## src/rtl/pipelined_carry_select_subtractor.sv

```systemverilog
// Two-stage carry-select subtractor: D = A - B - bin with borrow-out behind a valid/ready handshake.
// Optional signed-overflow output is compiled in when OVERFLOW_FLAG_EN is defined.
module pipelined_carry_select_subtractor #(
  parameter int N   = 16,
  parameter int SEG = 4
) (
  input  logic         clk,
  input  logic         rst_n,
  input  logic         i_in_valid,
  output logic         o_in_ready,
  input  logic [N-1:0] i_a,
  input  logic [N-1:0] i_b,
  input  logic         i_bin,
  output logic         o_out_valid,
  input  logic         i_out_ready,
  output logic [N-1:0] o_d,
  output logic         o_bout
`ifdef OVERFLOW_FLAG_EN
  ,
  output logic         o_ovf
`endif
);

  localparam int NSEG = N / SEG;

  if ((N % SEG) != 0) begin : g_bad_seg
    $error("pipelined_carry_select_subtractor: N must be a multiple of SEG");
  end

  logic w_s1En;
  logic w_s2En;

  logic r_v1;
  logic r_v2;
  logic r_binR;

  logic [NSEG-1:0][SEG-1:0] w_diff0;
  logic [NSEG-1:0][SEG-1:0] w_diff1;
  logic [NSEG-1:0]          w_bor0;
  logic [NSEG-1:0]          w_bor1;

  logic [NSEG-1:0][SEG-1:0] r_diff0;
  logic [NSEG-1:0][SEG-1:0] r_diff1;
  logic [NSEG-1:0]          r_bor0;
  logic [NSEG-1:0]          r_bor1;

  logic [N-1:0] w_dNext;
  logic         w_boutNext;

  logic [N-1:0] r_d;
  logic         r_bout;

  assign w_s2En      = !r_v2 || i_out_ready;
  assign w_s1En      = !r_v1 || w_s2En;
  assign o_in_ready  = w_s1En;
  assign o_out_valid = r_v2;
  assign o_d         = r_d;
  assign o_bout      = r_bout;

  // Each segment subtracts in SEG+1 bits so the MSB of the result is that segment's borrow.
  for (genvar k = 0; k < NSEG; k++) begin : g_seg
    logic [SEG:0] w_sub0;
    logic [SEG:0] w_sub1;

    assign w_sub0     = {1'b0, i_a[k*SEG +: SEG]} - {1'b0, i_b[k*SEG +: SEG]};
    assign w_sub1     = w_sub0 - {{SEG{1'b0}}, 1'b1};
    assign w_diff0[k] = w_sub0[SEG-1:0];
    assign w_diff1[k] = w_sub1[SEG-1:0];
    assign w_bor0[k]  = w_sub0[SEG];
    assign w_bor1[k]  = w_sub1[SEG];
  end

  always_ff @(posedge clk or negedge rst_n) begin
    if (!rst_n) begin
      r_v1    <= 1'b0;
      r_binR  <= 1'b0;
      r_diff0 <= '0;
      r_diff1 <= '0;
      r_bor0  <= '0;
      r_bor1  <= '0;
    end else if (w_s1En) begin
      r_v1 <= i_in_valid;
      if (i_in_valid) begin
        r_binR  <= i_bin;
        r_diff0 <= w_diff0;
        r_diff1 <= w_diff1;
        r_bor0  <= w_bor0;
        r_bor1  <= w_bor1;
      end
    end
  end

  // Borrow-select chain: the registered borrow-in picks each segment's precomputed candidate.
  always_comb begin : p_select
    logic sel;
    sel     = r_binR;
    w_dNext = '0;
    for (int k = 0; k < NSEG; k++) begin
      w_dNext[k*SEG +: SEG] = sel ? r_diff1[k] : r_diff0[k];
      sel                   = sel ? r_bor1[k] : r_bor0[k];
    end
    w_boutNext = sel;
  end

  always_ff @(posedge clk or negedge rst_n) begin
    if (!rst_n) begin
      r_v2   <= 1'b0;
      r_d    <= '0;
      r_bout <= 1'b0;
    end else if (w_s2En) begin
      r_v2 <= r_v1;
      if (r_v1) begin
        r_d    <= w_dNext;
        r_bout <= w_boutNext;
      end
    end
  end

`ifdef OVERFLOW_FLAG_EN
  logic r_signA;
  logic r_signB;
  logic r_ovf;

  assign o_ovf = r_ovf;

  // Signed overflow only arises when operand signs differ and the result sign departs from A.
  always_ff @(posedge clk or negedge rst_n) begin
    if (!rst_n) begin
      r_signA <= 1'b0;
      r_signB <= 1'b0;
      r_ovf   <= 1'b0;
    end else begin
      if (w_s1En && i_in_valid) begin
        r_signA <= i_a[N-1];
        r_signB <= i_b[N-1];
      end
      if (w_s2En && r_v1) begin
        r_ovf <= (r_signA != r_signB) && (w_dNext[N-1] != r_signA);
      end
    end
  end
`endif

endmodule
```

## config.mk

```make
export PLATFORM = sky130hd
export DESIGN_NAME = pipelined_carry_select_subtractor
export DESIGN_NICKNAME = d
export VERILOG_FILES = /design/src/rtl/pipelined_carry_select_subtractor.sv
export SDC_FILE = /design/constraint.sdc
export NUM_CORES = 1
export LEC_CHECK = 0
export BUFFER_PORTS_ARGS = -buffer_cell sky130_fd_sc_hd__buf_2
export CAP_MARGIN = 10
export CORE_UTILIZATION = 45
export CTS_CLUSTER_DIAMETER = 80
export CTS_CLUSTER_SIZE = 40
export DETAILED_ROUTE_END_ITERATION = 8
export PLACE_DENSITY_LB_ADDON = 0.25
export SYNTH_ARGS = -nofsm -noshare
export SYNTH_HDL_FRONTEND = slang
export SYNTH_SLANG_ARGS = --single-unit
```

## constraint.sdc

```tcl
create_clock -name clk -period 2.07 [get_ports clk]
set_clock_uncertainty 0.15 [all_clocks]
set_input_delay 0.1035 -clock clk [delete_from_list [all_inputs] [get_ports clk]]
set_output_delay 0.1035 -clock clk [all_outputs]
set_load 0.01 [all_outputs]
```

# After elaboration in Yosys (flattened, before gate mapping)
# Index checks and enable logic that the tools add are counted.
dict set report totals {
  ff_bits 60
  in_bits 37
  output_inout_bits 19
  elab_cells 37
}
dict set report classes {
  addsub 8
  n_mux 8
  reduce_logical 6
}
# operator count
set ops {}
lappend ops {{$sub A4 B4 Y5} 4}
lappend ops {{$sub A5 B1 Y5 const B} 4}
lappend ops {{$mux W4} 4}
lappend ops {{$mux W1} 4}
lappend ops {{$reduce_and A2 Y1} 2}
lappend ops {{$logic_not A1 Y1} 2}
lappend ops {{$logic_or A1 B1 Y1} 2}

# Depth between registers and ports, before layout
dict set report depth {
  depth_word 4
  mapped_depth 9
  depth_no_buf 9
}

# Worst setup path before layout
# No wires, ideal clock.
dict set report synth_timing {
  path_type {input-to-reg}
  startpoint {in i_a[8]}
  endpoint {reg r_bor1[2]}
  setup_time_ps 131
  t_arrival_ps 1550
  required_time_ps 1789
  setup_slack_ps 238
  stages 9
  n_path_buf 0
  cell_sequence {inv_1 > ha_1 > inv_1 > fa_1 > a21o_1 > a21oi_1 > nor2_1 > nand4_1 > or3b_1}
}
dict set report synth_between {
  elab_chain_len 2
}
# element line_no
set synth_lines {}
lappend synth_lines {{from (decl)} 11} ;# input logic [N-1:0] i_a,
lappend synth_lines {{$sub A4 B4 Y5} 65} ;# assign w_sub0 = {1'b0, i_a[k*SEG +: SEG]} - {1'b0, i_b[k*SEG +: SEG]};
lappend synth_lines {{$sub A5 B1 Y5} 66} ;# assign w_sub1 = w_sub0 - {{SEG{1'b0}}, 1'b1};
lappend synth_lines {{to (signal assigned)} 88} ;# r_bor1 <= w_bor1;
lappend synth_lines {{to (decl)} 45} ;# logic [NSEG-1:0] r_bor1;
# No other way between the ends.
# A chain may end at the register's enable or synchronous reset.

# Worst setup path after layout
dict set report layout_timing {
  startpoint {in i_out_ready}
  endpoint {reg r_diff1[4] (netlist name)}
}
dict set report layout_between {
  elab_chain_len 3
}
# element line_no
set layout_lines {}
lappend layout_lines {{from (decl)} 15} ;# input logic i_out_ready,
lappend layout_lines {{$logic_or A1 B1 Y1} 53} ;# assign w_s2En = !r_v2 || i_out_ready;
lappend layout_lines {{$logic_or A1 B1 Y1} 54} ;# assign w_s1En = !r_v1 || w_s2En;
lappend layout_lines {{$reduce_and A2 Y1 (no line)} n/a}
lappend layout_lines {{to (signal assigned)} 86} ;# r_diff1 <= w_diff1;
lappend layout_lines {{to (decl)} 43} ;# logic [NSEG-1:0][SEG-1:0] r_diff1;
# No other way between the ends.

==> qor.yml <==
drv_cap: 0
drtPass1Iterations: 4
postSynthNetCount: 376
setup_violations: 0
static_leak_nw: 1.981
floorplan.die.height_um: 86.06
globalRoute.totalOverflow: 0
dpl_cell_area_um2: 3622
worstSetupStartpoint: "i_out_ready"
dp_hpwl_um: 3961
synth.ff_latch_count: 60
timing.setup.tns_ps: 0
clock_insertion_delay_worst_skew_ps: 330
postLayoutCellArea_um2: 3879
initial_core_util_pct: 46.80
io_pins: 56
grt_pass1_wl_um: 9308
maxSlewHeadroom_pct: 72.72
via_count_of_the_first_global_routing_pass: 2263
synthMostInstantiatedCell: "sky130_fd_sc_hd__dfrtp_1"
routed_wire_length_per_instance_um: 11.11
synthFlopType: "sky130_fd_sc_hd__dfrtp_1"
hold_path.startpoint: "i_b[4]"
type_of_element_launching_the_critical_path: "input port"
cts_inserted_buffers: 9
hold_viol_final: 0
crit_type: "in -> reg"
pd_cells_nw_per_um2: 984.1
crit-reg2reg-launch: "r_binR"
max_freq_mhz: 567.3
dominant_combinational_cell_family_by_area_after_synthesis: "simple AND/OR/NAND/NOR gates"
req_time_crit_path_ps: 2130
drive_above_1_share_pct: 23.20
route.antenna.remaining_nets: 0
tightest_slew_ps: 401.2
die_x_um: 86.06
cts-root-to-sink-buffers: 2
finalNetCount: 444
critPathCaptureType: "flip-flop"
peakVddDrop_uv: 396.7
via_per_instance_ratio: 4.764
worstPathMaxFanout: 27
ys_async_sr_fraction_pct: 100.0
synth_compound_gate_area_share_pct: 11.77
post_synth.cell_area_avg_um2: 10.09
synth-edff-count: 0
cts_sinks: 60
antenna_found_initial: 0
synth.yosys.warnings: 0
final.min_clock_period_ps: 1763
ff_to_ff_setup_slack_ps: 330
largest_net_degree_at_the_start_of_global_routing: 61
post_synth_num_cell_types: 35
grt_setup_unrepaired: "no"
timing.final.crit_share_pct: 85.15
synthCells: 315
post_cts_resized: 0
synth_top_area_share_pct: 47.23
layout.cells.non_filler: 484
synthDominantAreaCellType: "sky130_fd_sc_hd__dfrtp_1"
numPlacedInstances: 464
drtIter0Drc: 81
maxSlewViolCount: 0
cts_htree_levels: 3
totalWireLength_um: 5375
yosys.area_share.adder_pct: 10.39
die_area_um2: 7405
synth-simple-area-share_pct: 12.44
filler_cell_count: 648
finalWeightedCongestion: 0.7754
post-cts-setup-buffers: 0
timing.critical_path.arrival_ps: 1830
register_clock_pin_slew_on_the_reported_worst_setup_and_hold_paths_ps: 60
floorplan.core_area_um2: 6794
io_buffer_count: 55
synth_mux_area_share_pct: 9.288
synth.yosys.seq_area_share_pct: 47.23
final_util_pct: 57.09
global_route.usage.total_pct: 16.16
clk_root_buffer_cell: "sky130_fd_sc_hd__clkbuf_8"
areaGrowthSynthToFinish_pct: 22.00
cts_hold_buffers: 4
cts_tree: "built"
synth.cell_area_um2: 3179
synth_top_cells_by_area: "sky130_fd_sc_hd__dfrtp_1 47%, sky130_fd_sc_hd__ha_1 7.9%, sky130_fd_sc_hd__nand2_1 7.0%"
row_count: 30
hold-worst-slack_ps: 15.39
xor_xnor_share_of_the_synthesized_area_pct: 4.683
run_status: "finished, final reports clean"
drcViolationCount: 0
timing.hold.worst.class: "in -> reg"
number_of_vias_after_detailed_routing: 2306
synth.top_cells.by_count: "60 x sky130_fd_sc_hd__dfrtp_1, 59 x sky130_fd_sc_hd__nand2_1, 36 x sky130_fd_sc_hd__o21ai_0"
n_antenna_cell: 0
-- routing by layer --
layer / part of all wire (%) / up-vias / track usage [%]
li1: - / 1191 / -
met2: 49 / 37 / 28.35
met1: 47 / 1069 / 18.51
met3: 3.0 / 9 / 3.561
met5: 0 / - / 0
met4: 1.3 / 0 / 8.182
-- flip-flops by register name, indices dropped and copies added, names as in the netlist --
name / cells
r_bor1: 4
r_binR: 1
r_bor0: 4
o_out_valid: 1
r_diff0: 16
r_v1: 1
r_diff1: 16
o_d: 16
o_bout: 1
-- report_power, final --
group / internal, W / switching, W / leakage [nW] / total, W
Sequential: 0.00147 / 0.000164 / 0.730 / 0.00163
Combinational: 0.000500 / 0.000550 / 1.14 / 0.00105
Clock: 0.000704 / 0.000432 / 0.113 / 0.00114
Total: 0.00267 / 0.00115 / 1.98 / 0.00382
-- cells in the final DEF, fill, tap and decap left out, types with 2 or more instances in the layout --
master,synthesis,layout
sky130_fd_sc_hd__dlygate4sd3_1,0,4
sky130_fd_sc_hd__buf_12,0,2
sky130_fd_sc_hd__a21oi_1,4,4
sky130_fd_sc_hd__inv_1,21,21
sky130_fd_sc_hd__o21ai_1,20,20
sky130_fd_sc_hd__nand3_1,4,4
sky130_fd_sc_hd__a21o_1,4,4
sky130_fd_sc_hd__buf_4,0,8
sky130_fd_sc_hd__xor2_1,10,10
sky130_fd_sc_hd__nor2b_1,4,4
sky130_fd_sc_hd__mux2i_1,18,18
sky130_fd_sc_hd__dfrtp_1,60,60
sky130_fd_sc_hd__buf_2,2,55
sky130_fd_sc_hd__or3_1,3,3
sky130_fd_sc_hd__nand2_1,59,58
sky130_fd_sc_hd__and3b_1,3,3
sky130_fd_sc_hd__xnor2_1,7,7
sky130_fd_sc_hd__clkbuf_8,0,10
sky130_fd_sc_hd__o21ai_0,36,36
sky130_fd_sc_hd__clkinv_2,0,3
sky130_fd_sc_hd__ha_1,20,20
sky130_fd_sc_hd__bufinv_16,0,2
sky130_fd_sc_hd__nand2b_1,6,6
sky130_fd_sc_hd__fa_1,4,4
sky130_fd_sc_hd__mux2_1,3,3
sky130_fd_sc_hd__nand3b_1,2,2
sky130_fd_sc_hd__mux2_2,4,4
-- cell families after synthesis --
kind of cell / count (synthesis)
fa+ha+maj: 24
compound gates: 68
buf+inv: 33
mux: 27
simple gates: 86
flops: 60
xor+xnor: 17
-- path summary, 6_finish.rpt --
path,endpoint,depth (start not counted)
setup / recovery,r_diff1[4],6
hold / removal,r_diff0[4],3
setup reg to reg,o_d[11],4
hold reg to reg,o_d[0],2
max in group asynchronous,r_bor1[0],3
min in group asynchronous,r_diff1[4],3
-- layout make-up --
type / instances / area, um2 / share of cell area (%)
Timing Repair Buffer: 69 / 415.4 / 10.71
Clock inverter: 5 / 75.07 / 1.935
Tap cell: 96 / 120.1 / 3.097
Clock buffer: 11 / 141.4 / 3.645
Multi-Input combinational cell: 222 / 1546 / 39.87
Inverter: 21 / 78.83 / 2.032
Sequential cell: 60 / 1501 / 38.71
-- critical path, cell delays in order --
cell	delay (ps)
sky130_fd_sc_hd__dlygate4sd3_1	530
sky130_fd_sc_hd__buf_2	120
sky130_fd_sc_hd__nand3b_1	240
sky130_fd_sc_hd__nand2_2	200
sky130_fd_sc_hd__buf_4	280
sky130_fd_sc_hd__mux2_1	350
-- through the flow --
| stage | power, W | setup WS, ps |
|---|---|---|
| finish | 0.003817 | 307.4 |
| global route | 0.004074 | 190.4 |
| CTS | 0.003877 | 302.1 |
| detailed placement | 0.002716 | 80.90 |
| global placement | 0.002679 | 120.2 |
| floorplan | 0.002341 | 238.2 |
Note: power is estimated with default switching activity, not from simulation.
